File: src/rtl/hermes_input_buffer_pkg.sv
// Shared constants and FSM encoding for the Hermes per-port input buffer.
// Flit width, default depth and the is_sending decode live here.
package hermes_input_buffer_pkg;

    localparam int TAM_FLIT     = 16;
    localparam int BUFFER_DEPTH = 16;

    typedef enum logic [2:0] {
        IB_IDLE,
        IB_REQ,
        IB_HDR,
        IB_SIZE,
        IB_PAYLOAD
    } ib_state_t;

    function automatic logic is_sending(ib_state_t s);
        return (s == IB_HDR) || (s == IB_SIZE) || (s == IB_PAYLOAD);
    endfunction

endpackage

File: src/rtl/hermes_input_buffer_fifo_ring.sv
// Circular flit storage with wrap-around pointers and an occupancy count.
// The storage array is deliberately left unreset.
module fifo_ring #(
    parameter int W     = 16,
    parameter int DEPTH = 16,
    localparam int AW   = $clog2(DEPTH),
    localparam int CW   = AW + 1
) (
    input  logic          i_clk,
    input  logic          i_rst,
    input  logic          wr_en_i,
    input  logic          rd_en_i,
    input  logic [W-1:0]  din_i,
    output logic [W-1:0]  dout_o,
    output logic          full_o,
    output logic          empty_o,
    output logic [CW-1:0] count_o
);

    logic [W-1:0]  mem_q [DEPTH];
    logic [AW-1:0] wr_ptr_q, wr_ptr_d;
    logic [AW-1:0] rd_ptr_q, rd_ptr_d;
    logic [CW-1:0] count_q, count_d;
    logic          wr_ok, rd_ok;

    assign full_o  = (count_q == CW'(DEPTH));
    assign empty_o = (count_q == '0);
    assign count_o = count_q;
    assign dout_o  = mem_q[rd_ptr_q];

    assign wr_ok = wr_en_i & ~full_o;
    assign rd_ok = rd_en_i & ~empty_o;

    always_comb begin
        wr_ptr_d = wr_ptr_q;
        rd_ptr_d = rd_ptr_q;
        count_d  = count_q;
        if (wr_ok) wr_ptr_d = wr_ptr_q + 1'b1;
        if (rd_ok) rd_ptr_d = rd_ptr_q + 1'b1;
        if (wr_ok && !rd_ok) count_d = count_q + 1'b1;
        if (!wr_ok && rd_ok) count_d = count_q - 1'b1;
    end

    always_ff @(posedge i_clk) begin
        if (wr_ok) mem_q[wr_ptr_q] <= din_i;
    end

    always_ff @(posedge i_clk) begin
        if (!i_rst) begin
            wr_ptr_q <= '0;
            rd_ptr_q <= '0;
            count_q  <= '0;
        end else begin
            wr_ptr_q <= wr_ptr_d;
            rd_ptr_q <= rd_ptr_d;
            count_q  <= count_d;
        end
    end

endmodule

File: src/rtl/hermes_input_buffer.sv
// Hermes router input port: credit-based FIFO plus routing request and
// packet streaming FSM; o_sender's falling edge frees the output.
module hermes_input_buffer
    import hermes_input_buffer_pkg::*;
#(
    parameter int FLIT_W = TAM_FLIT,
    parameter int DEPTH  = BUFFER_DEPTH
) (
    input  logic              i_clk,
    input  logic              i_rst,
    input  logic              i_rx,
    input  logic [FLIT_W-1:0] i_data_in,
    output logic              o_credit,
    output logic              o_h,
    input  logic              i_ack_h,
    output logic [FLIT_W-1:0] o_data,
    output logic              o_data_av,
    input  logic              i_data_ack,
    output logic              o_sender
);

    localparam int CW = $clog2(DEPTH) + 1;

    ib_state_t         state_q, state_d;
    logic [FLIT_W-1:0] rem_q, rem_d;
    logic              h_q, sender_q;
    logic              full, empty;
    logic [CW-1:0]     count;
    logic              wr, rd;

    fifo_ring #(
        .W     (FLIT_W),
        .DEPTH (DEPTH)
    ) u_fifo (
        .i_clk   (i_clk),
        .i_rst   (i_rst),
        .wr_en_i (wr),
        .rd_en_i (rd),
        .din_i   (i_data_in),
        .dout_o  (o_data),
        .full_o  (full),
        .empty_o (empty),
        .count_o (count)
    );

    // Outputs are forced low combinationally while reset is held.
    assign o_credit  = i_rst & ~full;
    assign o_h       = i_rst & h_q;
    assign o_sender  = i_rst & sender_q;
    assign o_data_av = i_rst & sender_q & ~empty;

    assign wr = i_rx & o_credit;
    assign rd = o_data_av & i_data_ack;

    always_comb begin
        state_d = state_q;
        rem_d   = rem_q;
        unique case (state_q)
            IB_IDLE: begin
                if (count != '0) state_d = IB_REQ;
            end
            IB_REQ: begin
                if (i_ack_h) state_d = IB_HDR;
            end
            IB_HDR: begin
                if (rd) state_d = IB_SIZE;
            end
            IB_SIZE: begin
                if (rd) begin
                    rem_d   = o_data;
                    state_d = (o_data == '0) ? IB_IDLE : IB_PAYLOAD;
                end
            end
            IB_PAYLOAD: begin
                if (rd) begin
                    rem_d = rem_q - 1'b1;
                    if (rem_q == FLIT_W'(1)) state_d = IB_IDLE;
                end
            end
            default: state_d = IB_IDLE;
        endcase
    end

    always_ff @(posedge i_clk) begin
        if (!i_rst) begin
            state_q  <= IB_IDLE;
            rem_q    <= '0;
            h_q      <= 1'b0;
            sender_q <= 1'b0;
        end else begin
            state_q  <= state_d;
            rem_q    <= rem_d;
            h_q      <= (state_d == IB_REQ);
            sender_q <= is_sending(state_d);
        end
    end

endmodule

File: config.mk
export PLATFORM = sky130hd
export DESIGN_NAME = hermes_input_buffer
export DESIGN_NICKNAME = d
export VERILOG_FILES = /design/src/rtl/hermes_input_buffer_pkg.sv /design/src/rtl/hermes_input_buffer_fifo_ring.sv /design/src/rtl/hermes_input_buffer.sv
export SDC_FILE = /design/constraint.sdc
export NUM_CORES = 1
export LEC_CHECK = 0
export BUFFER_PORTS_ARGS = -buffer_cell sky130_fd_sc_hd__buf_2
export CAP_MARGIN = 20
export CORE_MARGIN = 2
export CORE_UTILIZATION = 50
export CTS_CLUSTER_SIZE = 10
export DETAILED_ROUTE_END_ITERATION = 8
export PLACE_DENSITY = 0.8
export SYNTH_ARGS = -nofsm -noshare
export SYNTH_HDL_FRONTEND = slang
export SYNTH_SLANG_ARGS = --single-unit
File: constraint.sdc
create_clock -name i_clk -period 2.6 [get_ports i_clk]
set_input_delay 0.26 -clock i_clk [delete_from_list [all_inputs] [get_ports i_clk]]
set_output_delay 0.26 -clock i_clk [all_outputs]
set_load 0.01 [all_outputs]
==> metrics.yaml, run 1 <==
fin_setup_tns_ns: -0.965
die-area_sq_um: 25200
violations: "setup timing"
cts_tree: "yes"
p_total_mw: 9.84
ys_warn_count: 0
cts_max_level: 2
grt_overflow: 0
synth_xor_area_frac: 0.00805
critical_path.max_stage_delay_ns: 0.50
synth-async-reset-ratio: 0
synth-compound-area-share: 0.0668
fin_util: 0.637
synth_largest_area_cell: "edfxtp_1"
synth_seq_cells: 294
ys_seq_area_frac: 0.706
p_seq_frac: 0.527
grt_max_degree: 33
post-route-drc-count: 0
port_buffers: 40
critPathLaunchType: "register"
ir_drop_mv: 0.420
finalNetCount: 911
yosys.area_share.adder: 0.0132
crit_type: "reg -> out"
netlist_area_sq_um: 12000
worstMarginPinSlew_ns: 1.09
num_io_pins: 41
rsz0062_at_grt: "yes"
min_path_type: "in -> reg"
slew_headroom: 0.270
dp_hpwl_um: 17700
row_count: 56
maxCapViolCount: 0
drive_above_1_share: 0.368
gr-usage-all-layers: 0.242
cp_data_arrival_time_ns: 2.52
p_int_mw: 7.84
worst_path_most_repeated_cell: "buf_6"
netlist.area_leader.share: 0.643
fin_crit_sh: 1.07
vias: 7411
hold_viol_final: 0
powerDensity_nw_per_um2: 659
worstPathMaxFanout: 7
antenna_left: 0
drt-total-wl_um: 31000
cp_slowest_cell: "mux4_2"
syn_avg_cell_area_sq_um: 16.8
synth_top_family_by_area: "multiplexers"
clockPowerShare: 0.436
drv_slew: 0
crit_path_end_kind: "primary output"
final_common_cell: "edfxtp_1"
first_iter_violations: 1095
power.leakage_nw: 5.05
layout_min_cycle_time_ns: 2.78
skew_ns: 0.0239
start_util: 0.510
yosys-top-cells-area: "edfxtp_1 (64%), mux4_2 (9.2%), dfxtp_1 (6.4%)"
cts_sinks: 294
crit_family: "buffers and inverters"
status: "finished, violations left"
ys.flop_type: "edfxtp_1"
required_ns: 2.34
cp_cell_sequence: "buf_6 -> buf_12 -> mux4_2 -> a22o_1 -> a221oi_2 -> buf_4 -> inv_4 -> buf_6"
layout_common_cells: "edfxtp_1 (256), buf_4 (90), mux4_2 (49)"
max_freq_ghz: 0.359
synth_cells: 714
swShare: 0.204
cts.clk_slew.worst_paths_ns: 0.06
p_switching_mw: 2.01
synth-edff-count: 256
power_frac_comb: 0.037
die_x_um: 159
critPathBufInv: 5
syn-num-nets: 747
root_buffer: "clkbuf_16"
core_sq_um: 23500
cts_max_path_buffers: 3
grt_pass1_vias: 7340
antenna_found_initial: 1
gp_congestion: 0.841
vias_per_cell: 6.11
synth-simple-area-share: 0.0607
synth.area.mux_share: 0.122
grt_pass1_wl_um: 43700
firstDrtPassIters: 5
hold_buffers: 0
setup_viol: 14
cts_made_buffers: 35
setup_slack_ns: -0.184
die_h_um: 159
clk_latency_ns: 0.52
syn_to_final_growth_pct: 25.0
wire_per_inst_um: 25.6
ys_types: 60
[metrics by stage]
stage,instances,setup WS [ns],cell area [sq um],hold slack [ns]
3_3_place_gp,1108,0.0167,13100,0.440
4_1_cts,1186,-0.160,14500,0.0994
6_report,1212,-0.184,14900,0.118
3_5_place_dp,1110,-0.0769,13100,0.451
5_1_grt,1212,-0.223,14900,0.121
2_1_floorplan,714,-0.00307,12000,0.359
[flip-flops by register name, indices dropped and copies added, names as in the netlist, named ones only]
register and flops:
u_fifo.mem_q 256, h_q 1, u_fifo.rd_ptr_q 4, u_fifo.wr_ptr_q 4, rem_q 16, state_q 3, sender_q 1, u_fifo.count_o 5
[synth_stat cells, types with 5 or more instances]
library cell  number
nor2_1            50
xor2_1             5
mux4_2            49
edfxtp_1         256
o21a_1             5
xnor2_1            6
dfxtp_1           38
nor2b_1            8
a221oi_1          16
a22oi_1            7
mux2i_1           36
inv_1             12
nor3_1            16
ha_1              11
a21oi_1           27
clkbuf_1          13
buf_6              5
nand2_1           28
o21ai_0           23
buf_2              8
a22o_1             8
o22ai_1            6
and2_1             9
nand2b_1           7
[final timing paths]
kind	cells past startpoint	end	from	slack (ns)
setup / recovery	8	o_data[11]	register	-0.18
hold / removal	1	u_fifo.mem_q[1][10]$_DFFE_PP_	i_data_in[10]	0.12
setup reg to reg	10	u_fifo.count_o[4]$_SDFFE_PN0P_	u_fifo.count_o[1]$_SDFFE_PN0P_	0
hold reg to reg	2	rem_q[12]$_SDFFE_PN0P_	rem_q[12]$_SDFFE_PN0P_	0.46
[cell families (layout without fill, tap and decap cells)]
family	Yosys count	in the layout
buffers and inverters	50	228
other	0	1
and+or+nand+nor	146	146
adders and majority gates	12	12
DFF	294	294
xor gates and xnor gates	11	11
muxes	85	85
AOI/OAI and AO/OA	116	116
[layout make-up]
class	instances	area (sq um)
Clock inverter	3	30.0
Timing Repair Buffer	163	1480
Fill cell	1540	8520
Sequential cell	294	8460
Tap cell	319	399
Antenna cell	1	2.50
Multi-Input combinational cell	370	3580
Clock buffer	48	946
Inverter	14	57.6
[power groups by stage]
stage	combinational, mW	clock, mW	sequential (mW)
after global placement	0.291	0	5.28
after floorplan	0.140	0	5.28
after global routing	0.390	4.51	5.19
final	0.363	4.29	5.19
after CTS	0.335	4.33	5.19
after detailed placement	0.300	0	5.28
[routing by layer]
metal,track usage,routed length [um]
met5,0,0
met4,0.106,1580
met3,0.0591,2600
met2,0.406,15400
met1,0.302,11400
[what timing repair did]
item,CTS,global route
resized for setup,50,44
pin swaps,23,20
endpoints found under the setup margin,20,19
cloned,1,2
setup buffers,24,26
(Power assumes the default switching activity.)
==> run 2, diff against run 1 <==
--- a/config.mk
+++ b/config.mk
@@ -7,7 +7,7 @@
 export LEC_CHECK = 0
 export BUFFER_PORTS_ARGS = -buffer_cell sky130_fd_sc_hd__buf_2
 export CAP_MARGIN = 20
-export CORE_MARGIN = 2
+export CORE_MARGIN = 10
 export CORE_UTILIZATION = 50
 export CTS_CLUSTER_SIZE = 10
 export DETAILED_ROUTE_END_ITERATION = 8
==> run 2 against run 1 <==
  * Core utilization fell by 0.83 points
  * The flow still finishes with violations (setup timing)
  * Critical endpoint is now rem_q[8]$_SDFFE_PN0P_
  * Via count decreased by 0.27%
  * Register-to-register slack got worse by 0.15 ns
  * Clock-buffer cell count fell by 3
  * Die area grew 21%
  * Final cell count shrank 1.1%
  * Sequential power hardly changed
  * Hold slack improved by 0.0073 ns
  * Final area shrank 1.0%
==> metrics.yaml, run 2 (synthesis results as in run 1) <==
vias: 7391
layout_min_cycle_time_ns: 2.75
cp_slowest_cell: "mux4_2"
drv_slew: 0
grt.met1_usage: 0.240
regMostFlops: "u_fifo.mem_q"
required_ns: 2.95
syn_to_final_growth_pct: 23.7
grt_max_degree: 33
cts_tree: "yes"
crit_family: "buffers and inverters"
fin_crit_sh: 1.06
die_x_um: 175
antenna_left: 0
worst_path_most_repeated_cell: "buf_4"
post-route-drc-count: 0
cts.clk_slew.worst_paths_ns: 0.06
status: "finished, violations left"
cp_data_arrival_time_ns: 3.10
placed_cell_area_sq_um: 13000
core_sq_um: 23500
vias_per_cell: 6.16
worstPathMaxFanout: 6
clk_latency_ns: 0.51
drive_above_1_share: 0.357
violations: "setup timing"
max_freq_ghz: 0.364
firstDrtPassIters: 6
num_io_pins: 41
port_buffers: 40
start_util: 0.508
cts_max_path_buffers: 3
hold_viol_final: 0
power.leakage_nw: 4.96
grt_overflow: 0
final_common_cell: "edfxtp_1"
setup_viol: 17
top_usage_layer: "met2"
ir_drop_mv: 0.518
critical_path.max_stage_delay_ns: 0.51
first_iter_violations: 793
root_buffer: "clkbuf_16"
min_path_type: "in -> reg"
setup_slack_ns: -0.150
cp_cell_sequence: "buf_12 -> buf_4 -> mux4_2 -> a22o_4 -> a221oi_4 -> inv_2 -> buf_4 -> buf_4 -> buf_4 -> buf_4 -> o22ai_2 -> a21oi_1"
largest_register_ffs: 256
cts_sinks: 294
dpl.cell_count: 1100
worstMarginPinSlew_ns: 1.11
r2r_cells: 12
dp_hpwl_um: 17500
stdcell_area_sq_um: 14800
gr-usage-all-layers: 0.190
crit_type: "reg -> reg"
grt_pass1_vias: 7404
antenna_found_initial: 1
finalNetCount: 901
die-area_sq_um: 30500
wire_per_inst_um: 25.8
skew_ns: 0.0210
die_h_um: 175
powerDensity_nw_per_um2: 661
layout_common_cells: "edfxtp_1 (256), buf_4 (89), mux4_2 (49)"
grtUsageMet3: 0.0423
grt_pass1_wl_um: 44600
rsz0062_at_grt: "yes"
grtUsageMet2: 0.306
cts_made_buffers: 35
hp-start: "i_data_in[2]"
holdWs_ns: 0.125
cts_max_level: 2
drt-total-wl_um: 30900
critPathLaunchType: "register"
maxCapViolCount: 0
row_count: 56
crit_path_end_kind: "register"
min_path_cells: 1
gp_congestion: 0.849
critPathBufInv: 7
hold_end: "u_fifo.mem_q[4][2]$_DFFE_PP_"
slew_headroom: 0.257
final_cells: 1199
r2r_setup_slack_ns: -0.15
reg2reg_to: "rem_q[8]$_SDFFE_PN0P_"
[run 2: layer usage]
layer | up-vias | wire (um)
met5 | - | 0
met4 | 0 | 1390
met3 | 101 | 2950
met2 | 463 | 15100
met1 | 3690 | 11500
li1 | 3137 | -
[run 2: worst max-delay path by stage]
stage,cells past startpoint,end,start
final,12,rem_q[8]$_SDFFE_PN0P_,register
after global routing,12,rem_q[8]$_SDFFE_PN0P_,register
after CTS,7,o_data[4],register
after detailed placement,6,state_q[2]$_SDFF_PN0_,register
after global placement,6,state_q[2]$_SDFF_PN0_,register
after floorplan,10,u_fifo.count_o[4]$_SDFFE_PN0P_,u_fifo.count_o[3]$_SDFFE_PN0P_
[run 2: layout make-up]
class	instances	area, sq um
Antenna cell	1	2.50
Clock buffer	45	913
Clock inverter	3	36.3
Fill cell	1603	8740
Inverter	14	60.1
Multi-Input combinational cell	370	3590
Sequential cell	294	8460
Tap cell	319	399
Timing Repair Buffer	153	1330
[run 2: through the flow]
step                TNS (ns)  utilization  worst slack (ns)  total power [mW]
finish                 -1.34        0.629            -0.150              9.78
global placement           0        0.550            0.0215              5.57
detailed placement   -0.0149        0.551          -0.00885              5.58
global route           -2.99        0.629            -0.205              10.0
floorplan           -0.00307            -          -0.00307              5.42
CTS                    -1.28        0.613            -0.152              9.76
[run 2: power by group]
part,internal (mW),switching (mW)
Clock,2.45,1.78
Sequential,5.17,0.0220
Combinational,0.153,0.213
[run 2: repair_timing]
| item | 4_1_cts | 5_1_grt |
|---|---|---|
| buffers inserted | 33 | 18 |
| cloned | 2 | 1 |
| pin swaps | 12 | 20 |
| hold buffers | 0 | 0 |
| setup endpoints to repair | 19 | 76 |
| resized for setup | 36 | 50 |
